File: src/rtl/sar_request_arbiter.sv
// Round-robin front end that lets NREQ requesters share one SAR search engine.
// Grants one requester at a time, drives Inc/Dcr/DataOut, and returns the tagged result.
module sar_request_arbiter #(
  parameter int DATA = 8,
  parameter int NREQ = 4,
  parameter int IDW  = 2,
  parameter int TMO  = 64
) (
  input  logic                 clk_i,
  input  logic                 rst_i,
  input  logic [NREQ-1:0]      req_inc_i,
  input  logic [NREQ-1:0]      req_dcr_i,
  input  logic [NREQ*DATA-1:0] req_data_i,
  output logic [NREQ-1:0]      grant_o,
  output logic                 sar_inc_o,
  output logic                 sar_dcr_o,
  output logic [DATA-1:0]      sar_data_o,
  input  logic [1:0]           sar_state_p_i,
  input  logic [DATA-1:0]      sar_out_i,
  output logic                 done_o,
  output logic [DATA-1:0]      result_o,
  output logic [IDW-1:0]       result_id_o,
  output logic                 timed_out_o
);

  localparam int CW = (TMO > 1) ? $clog2(TMO) : 1;
  localparam logic [CW-1:0]  TMO_LAST = (TMO > 0) ? CW'(TMO - 1) : '0;
  localparam logic [IDW-1:0] LAST_IDX = IDW'(NREQ - 1);
  localparam logic [IDW:0]   NREQ_W   = (IDW + 1)'(NREQ);

  typedef enum logic [2:0] {WAIT_IDLE, ARB, ISSUE, BUSY, CAPTURE} state_t;

  state_t          state_q;
  logic [IDW-1:0]  ptr_q;
  logic [IDW-1:0]  gidx_q;
  logic            seen_q;
  logic [CW-1:0]   cnt_q;
  logic [NREQ-1:0] grant_q;
  logic            sar_inc_q;
  logic            sar_dcr_q;
  logic [DATA-1:0] sar_data_q;
  logic            done_q;
  logic [DATA-1:0] result_q;
  logic [IDW-1:0]  result_id_q;
  logic            timed_out_q;

  logic [NREQ-1:0] active;
  logic [NREQ-1:0] rot;
  logic            pick_valid;
  logic [IDW-1:0]  pick_off;
  logic [IDW:0]    pick_sum;
  logic [IDW-1:0]  pick_idx;
  logic [IDW-1:0]  gnext;
  logic            tmo_hit;

  assign active = req_inc_i | req_dcr_i;

  // rot[k] is the request k places after the pointer, so bit 0 has top priority.
  for (genvar gi = 0; gi < NREQ; gi++) begin : g_rot
    logic [IDW:0] sum;
    assign sum     = {1'b0, ptr_q} + (IDW + 1)'(gi);
    assign rot[gi] = active[(sum >= NREQ_W) ? IDW'(sum - NREQ_W) : sum[IDW-1:0]];
  end

  always_comb begin
    pick_valid = 1'b0;
    pick_off   = '0;
    for (int k = NREQ - 1; k >= 0; k--) begin
      if (rot[k]) begin
        pick_valid = 1'b1;
        pick_off   = IDW'(k);
      end
    end
  end

  assign pick_sum = {1'b0, ptr_q} + {1'b0, pick_off};
  assign pick_idx = (pick_sum >= NREQ_W) ? IDW'(pick_sum - NREQ_W) : pick_sum[IDW-1:0];
  assign gnext    = (gidx_q == LAST_IDX) ? '0 : gidx_q + IDW'(1);
  assign tmo_hit  = (TMO != 0) && (cnt_q == TMO_LAST);

  always_ff @(posedge clk_i or posedge rst_i) begin
    if (rst_i) begin
      state_q     <= WAIT_IDLE;
      ptr_q       <= '0;
      gidx_q      <= '0;
      seen_q      <= 1'b0;
      cnt_q       <= '0;
      grant_q     <= '0;
      sar_inc_q   <= 1'b0;
      sar_dcr_q   <= 1'b0;
      sar_data_q  <= '0;
      done_q      <= 1'b0;
      result_q    <= '0;
      result_id_q <= '0;
      timed_out_q <= 1'b0;
    end else begin
      done_q <= 1'b0;
      case (state_q)
        WAIT_IDLE: begin
          if (sar_state_p_i == 2'b00) state_q <= ARB;
        end
        ARB: begin
          if (pick_valid) begin
            grant_q    <= NREQ'(1) << pick_idx;
            gidx_q     <= pick_idx;
            sar_data_q <= req_data_i[pick_idx*DATA +: DATA];
            sar_inc_q  <= req_inc_i[pick_idx];
            sar_dcr_q  <= req_dcr_i[pick_idx] & ~req_inc_i[pick_idx];
            state_q    <= ISSUE;
          end
        end
        ISSUE: begin
          sar_inc_q <= 1'b0;
          sar_dcr_q <= 1'b0;
          seen_q    <= 1'b0;
          cnt_q     <= '0;
          state_q   <= BUSY;
        end
        BUSY: begin
          if (sar_state_p_i != 2'b00) seen_q <= 1'b1;
          cnt_q <= cnt_q + CW'(1);
          // A real completion in the same cycle as the timeout takes precedence.
          if (seen_q && sar_state_p_i == 2'b00) begin
            result_q    <= sar_out_i;
            result_id_q <= gidx_q;
            done_q      <= 1'b1;
            state_q     <= CAPTURE;
          end else if (tmo_hit) begin
            timed_out_q <= 1'b1;
            result_q    <= '0;
            result_id_q <= gidx_q;
            done_q      <= 1'b1;
            grant_q     <= '0;
            sar_data_q  <= '0;
            ptr_q       <= gnext;
            state_q     <= WAIT_IDLE;
          end
        end
        CAPTURE: begin
          grant_q    <= '0;
          sar_data_q <= '0;
          ptr_q      <= gnext;
          state_q    <= ARB;
        end
        default: state_q <= WAIT_IDLE;
      endcase
    end
  end

  assign grant_o     = grant_q;
  assign sar_inc_o   = sar_inc_q;
  assign sar_dcr_o   = sar_dcr_q;
  assign sar_data_o  = sar_data_q;
  assign done_o      = done_q;
  assign result_o    = result_q;
  assign result_id_o = result_id_q;
  assign timed_out_o = timed_out_q;

endmodule
File: config.mk
export PLATFORM = sky130hd
export DESIGN_NAME = sar_request_arbiter
export DESIGN_NICKNAME = d
export VERILOG_FILES = /design/src/rtl/sar_request_arbiter.sv
export SDC_FILE = /design/constraint.sdc
export NUM_CORES = 1
export LEC_CHECK = 0
export ABC_AREA = 1
export CAP_MARGIN = 25
export CORE_AREA = 2 2 73 75
export DETAILED_ROUTE_END_ITERATION = 8
export DIE_AREA = 0 0 75 77
export GPL_TIMING_DRIVEN = 1
export PLACE_DENSITY = 0.82
export SKIP_LAST_GASP = 1
export SLEW_MARGIN = 20
export SYNTH_ARGS = -nofsm -noshare
export SYNTH_HDL_FRONTEND = slang
export SYNTH_SLANG_ARGS = --single-unit
File: constraint.sdc
create_clock -name clk_i -period 3.45 [get_ports clk_i]
set_input_delay 0.69 -clock clk_i [delete_from_list [all_inputs] [get_ports clk_i]]
set_output_delay 0.69 -clock clk_i [all_outputs]
set_load 0.02 [all_outputs]
==> results of run 1 <==
==> area by class of cell <==
type	instances	area share, %
clock buffer	7	2.890
clock inverter	1	0.9009
inverter	22	2.628
multi-input combinational	222	36.97
sequential	40	30.03
tap	70	2.628
timing repair buffer	79	23.95
==> metal layers <==
metal | vias to the layer above | global-route usage, %
met5 | - | 0
met2 | 54 | 35.00
met1 | 1029 | 26.92
li1 | 1088 | -
met4 | 0 | 5.714
met3 | 9 | 5.125
==> registers in the layout, summed over array words and instances, names as in the netlist, 2 cells and up <==
name	flops
grant_o	4
sar_data_o	8
cnt_q	6
gidx_q	2
result_id_o	2
state_q	3
ptr_q	2
result_o	8
==> metrics by stage <==
step	util, %	hold slack [ns]	power, mW
floorplan	-	0.4584	2.423
global placement	64.43	0.4548	2.843
detailed placement	64.43	0.4624	2.896
CTS	66.97	0.4799	3.326
global route	66.97	0.5081	3.570
finish	66.97	0.4799	3.293
==> logic make-up (layout without fill, tap and decap cells) <==
family,after synthesis,after routing,share of synthesized area (%)
DFF,40,40,41.60
muxes,12,12,5.096
xor gates and xnor gates,1,1,0.3641
buffers and inverters,31,109,7.176
adders and majority gates,3,3,1.560
and+or+nand+nor,188,188,39.42
AOI/OAI and AO/OA,18,18,4.784
==> cells in the mapped netlist (all sizes together) <==
master / number / area [um2]
a211oi: 1 / 12.51
a21oi: 3 / 15.01
a31oi: 2 / 12.51
buf: 8 / 81.32
clkbuf: 1 / 3.750
clkinv: 1 / 3.750
dfrtp: 40 / 1001
ha: 3 / 37.54
inv: 21 / 83.83
mux2: 2 / 22.52
mux2i: 10 / 100.1
nand2: 125 / 554.3
nand3: 37 / 242.7
nor2: 21 / 112.6
nor3: 3 / 26.28
nor4: 1 / 6.260
o21ai: 9 / 52.55
o22ai: 1 / 6.260
o31ai: 1 / 7.510
o32ai: 1 / 8.760
or2: 1 / 6.260
xor2: 1 / 8.760
==> worst max-delay path, stage by stage <==
cell and delay, ns:
clkdlybuf4s50_1 0.43, nor2_1 0.16, nand2_1 0.09, nand2_1 0.08, nand2_1 0.05, nand2_1 0.13
a31oi_1 0.09, nor2_1 0.10, ha_1 0.18, xor2_1 0.30, inv_1 0.13, nand3_4 0.12
nand2_4 0.13, inv_4 0.18, nand2_1 0.07, nand3_1 0.08, nand2_1 0.05
==> report_power, final <==
group	switching (mW)	internal, mW	total (mW)
clock	0.158	0.255	0.413
combinational	1.27	0.825	2.10
sequential	0.136	0.648	0.784
==> worst paths after layout <==
path / slack [ns] / endpoint / cells past startpoint
setup / recovery: 0.58 / sar_data_o[6] / 17
hold / removal: 0.48 / timed_out_o / 1
setup reg to reg: 0.91 / sar_data_o[6] / 16
hold reg to reg: 0.48 / timed_out_o / 1
max in group asynchronous: 2.31 / cnt_q[0] / 3
min in group asynchronous: 0.81 / result_o[1] / 3
==> impl_results.md, run 1 <==
- Status: complete, no violations
- Placer Congestion: 0.8556
- Fin crit share: 83.31%
- Mapped Avg Cell Area: 8.212 um2
- #FFs+latches synth: 40
- Slew at the pin closest to its max-slew limit: 0.4816 ns
- Max-cap violations: 0
- Met3 WL post-DR: 281 um
- Crit path arrival time: 3.06 ns
- CTS tree: done
- M1 WL: 2.352 mm
- Register area share after synthesis: 41.60%
- Clk_skew: 0.003687 ns
- First-pass GRT wire length: 9.597 mm
- CP startpoint: req_dcr_i[1]
- DP HPWL: 4.167 mm
- Highest-count cells in the layout ignoring fill and taps: nand2_1, clkdlybuf4s50_1, dfrtp_1
- Reg clk slew, reported paths: 0.07 ns
- CORE AREA: 4977 um2
- Yosys cell types: 38
- PD cells: 987.8 nW/um2
- Worst vdd ir: 0.4839 mV
- Placed Area: 3207 um2
- CP max FO: 13
- Global route total overflow: 0
- TNS Setup: 0 ns
- Worst skew pair latency: 0.29 ns
- CTS Hold Bufs: 0
- Worst hold start: timed_out_o
- Syn_nets: 348
- # clock sinks: 40
- Most common cell after layout, fill and taps aside: nand2_1
- Clock buffer depth: 2
- Htree depth: 2
- Critical path class: primary input to flip-flop
- Final setup fails: 0
- Initial Util: 48.34%
- Register Area: 1001 um2
- Layout area overhead: 38.53%
- Drt drc: 0
- Final Hold Viols: 0
- Final worst setup slack: 0.5759 ns
- Area of the multi-input gates: 1232 um2
- Tot GR Track Use: 21.05%
- Largest net degree at the start of global routing: 41
- Vias in the first global route: 2218
- Routed vias: 2180
- Resize count post-CTS: 0
- Synth Instances: 293
- Synth warn: 0
- Max_slew headroom: 67.90%
- RR Startpoint: ptr_q[0]
- Max-slew violations: 0
- Place WS: 0.2681 ns
- Die Y: 77 um
- Ant diodes: 0
- Pleak: 1.603 nW
- Final cell area excluding filler cells: 3333 um2
- Via density: 4.943
- Io pins: 78
- Placed cells: 433
- Post-layout min period: 2.874 ns
- Routed WL: 5.438 mm
- Layout cell share with drive strength beyond 1: 17.52%
- Num CTS Buffers: 5
- Hold Path Class: flip-flop to flip-flop
- Port bufs: 77
- CTS root buf: clkbuf_8
- Fill count: 407
- Drt first pass iters: 4
- DR iter-0 viols: 93
- Post-CTS setup buffer count: 0
- DRT antenna net count: 0
- F_max: 347.9 MHz
- CP Launch Type: primary input
- Synthesized cell area: 2406 um2
- Site Rows: 26
- Critical path capture point type: flip-flop
- Fin nets: 425
- RSZ-0062 raised after global routing: no
- DIE AREA: 5775 um2
- Die Width: 75 um
- Highest metal used: met4
- WL/cell: 12.33 um
- Routed wl met2: 2.742 mm
- Worst Path Required: 3.64 ns
- Initial antenna violation count: 0
- Finished Layout Cells: 441
Power figures use the tool's default switching activity.
==> run 2, diff against run 1 <==
--- a/config.mk
+++ b/config.mk
@@ -7,11 +7,11 @@
 export LEC_CHECK = 0
 export ABC_AREA = 1
 export CAP_MARGIN = 25
-export CORE_AREA = 2 2 73 75
+export CORE_AREA = 2 2 79 81
 export DETAILED_ROUTE_END_ITERATION = 8
-export DIE_AREA = 0 0 75 77
+export DIE_AREA = 0 0 81 83
 export GPL_TIMING_DRIVEN = 1
-export PLACE_DENSITY = 0.82
+export PLACE_DENSITY = 0.74
 export SKIP_LAST_GASP = 1
 export SLEW_MARGIN = 20
 export SYNTH_ARGS = -nofsm -noshare
==> constraint.sdc (replaced) <==
create_clock -name clk_i -period 2.45 [get_ports clk_i]
set_input_delay 0.49 -clock clk_i [delete_from_list [all_inputs] [get_ports clk_i]]
set_output_delay 0.49 -clock clk_i [all_outputs]
set_load 0.02 [all_outputs]
==> run 2 against run 1 <==
  * Critical endpoint is now sar_data_o[2]
  * Wire length is 2.6% higher
  * Die area is 16% higher
  * Combinational power grew 58%
  * Core utilization decreased by 7.6 points
  * Cell count up 3.6%
  * Non-clock buffer count increased by 14
  * Global-route usage fell by 3.8 points
==> impl_results.md, run 2 (synthesized netlist as in run 1, its figures left out) <==
- Status: complete, no violations
- Site Rows: 28
- Largest net degree at the start of global routing: 41
- DR iter-0 viols: 95
- Reg clk slew, reported paths: 0.06 ns
- Die Y: 83 um
- Port bufs: 77
- Drt first pass iters: 4
- DRT antenna net count: 0
- CORE AREA: 5816 um2
- Drt drc: 0
- CTS root buf: clkbuf_8
- Die Width: 81 um
- Critical path capture point type: flip-flop
- Util after Layout: 59.34%
- F_max: 440.1 MHz
- Ant diodes: 0
- Clock share of power: 7.9%
- Combinational Power Share: 68.8%
- Critical-path cell list: inv_2 -> nand2_2 -> nand2_2 -> nand3_2 -> nand2_4 -> a31oi_1 -> nor2_1 -> ha_4 -> xor2_2 -> buf_4 -> nand2_4 -> nand2_4 -> buf_6 -> nand3_1 -> nand3_2 -> nand2_1
- PD cells: 1392 nW/um2
- Most common cell after layout, fill and taps aside: nand2_1
- Max-slew violations: 0
- Pleak: 1.715 nW
- Placer Congestion: 0.7944
- Via density: 4.858
- Register Area: 1002 um2
- CP dominant cell by count: nand2_4
- Layout cell share with drive strength beyond 1: 22.77%
- Worst vdd ir: 0.6794 mV
- Global route total overflow: 0
- Area of the multi-input gates: 1276 um2
- Fill count: 538
- Initial Util: 41.37%
- Placed cells: 451
- Tot GR Track Use: 17.27%
- Htree depth: 2
- Finished Layout Cells: 457
- DP HPWL: 4.249 mm
- WL/cell: 12.21 um
- Highest-count cells in the layout ignoring fill and taps: nand2_1, clkdlybuf4s50_1, dfrtp_1
- Final setup fails: 0
- Worst Path Required: 2.63 ns
- Num CTS Buffers: 5
- Vias in the first global route: 2130
- Critical Path Slowest Stage Cell: dfrtp_1
- Clock buffer depth: 2
- Max-cap violations: 0
- Layout area overhead: 43.42%
- CTS tree: done
- Routed WL: 5.578 mm
- Initial antenna violation count: 0
- DIE AREA: 6723 um2
- Total power: 4.804 mW
- Final worst setup slack: 0.1776 ns
- Worst skew pair latency: 0.29 ns
- Io pins: 78
- Routed vias: 2220
- Slew at the pin closest to its max-slew limit: 0.4969 ns
- Final cell area excluding filler cells: 3451 um2
- CP max FO: 8
- Placed Area: 3298 um2
- Final Hold Viols: 0
- Fin crit share: 92.75%
- Crit path arrival time: 2.46 ns
- CTS Hold Bufs: 0
- Hold Path Class: flip-flop to flip-flop
- Sw Ratio: 47.32%
- Reg power frac: 23.3%
- CP top delay family: simple AND/OR/NAND/NOR gates
- Fin nets: 439
- Critical path class: flip-flop to flip-flop
- Crit-path max cell delay: 0.49 ns
- Max_slew headroom: 66.87%
- WP buf/inv: 3
- Place WS: -0.2616 ns
- Pint: 2.531 mW
- Post-layout min period: 2.272 ns
- First-pass GRT wire length: 9.370 mm
- CP Launch Type: flip-flop
- # clock sinks: 40
- P_sw: 2.274 mW
- Clk_skew: 0.001943 ns
==> run 2: cell count changes in the layout (fill, tap and decap cells not counted), moves of 2 or more <==
cell             before  now
clkbuf_8              7    5
buf_4                 1   14
clkdlybuf4s50_1      77   69
nor2_1               17   13
dlymetal6s2s_1        0    8
nand3_2               9   11
nor2_2                1    5
nand3_1              27   25
==> run 2: power by group through the flow <==
stage	registers, mW	clock network [mW]	logic (mW)
2_1_floorplan	1.26	0	2.15
3_3_place_gp	1.11	0	3.12
3_5_place_dp	1.11	0	3.17
4_1_cts	1.11	0.394	3.18
5_1_grt	1.15	0.419	3.64
6_report	1.12	0.381	3.31
==> run 2: worst paths after layout <==
kind,to,cells after the start,start,slack [ns]
min in group asynchronous,result_o[5],3,rst_i,0.61
worst max register to register,sar_data_o[2],16,ptr_q[1],0.18
worst min register to register,timed_out_o,1,timed_out_o,0.47
worst max-delay path,sar_data_o[2],16,ptr_q[1],0.18
max in group asynchronous,ptr_q[0],3,rst_i,1.46
worst min-delay path,timed_out_o,1,timed_out_o,0.47
==> run 2: through the flow <==
step           hold WS, ns    TNS, ns
3_3_place_gp        0.4574     -2.649
6_report            0.4748          0
2_1_floorplan       0.4584          0
5_1_grt             0.4995  -0.001486
4_1_cts             0.4808          0
3_5_place_dp        0.4657     -3.071
==> run 2: layer usage <==
layer / wire, um / GRT usage [%] / up-vias
met5: 0 / 0 / -
met3: 301 / 4.674 / 5
met4: 62 / 4.314 / 0
li1: - / - / 1118
met1: 2429 / 22.78 / 1033
met2: 2785 / 27.95 / 64
==> run 2: what timing repair did <==
action	in CTS	in global routing
hold endpoints to repair	0	0
buffers inserted	0	1
endpoints found under the setup margin	0	15
resized for setup	0	23
==> run 2: cell type report <==
class	count	area share, %
Multi-Input combinational cell	222	36.98
Timing Repair Buffer	93	26.72
Clock buffer	5	1.994
Inverter	22	2.538
Sequential cell	40	29.04
Tap cell	75	2.719
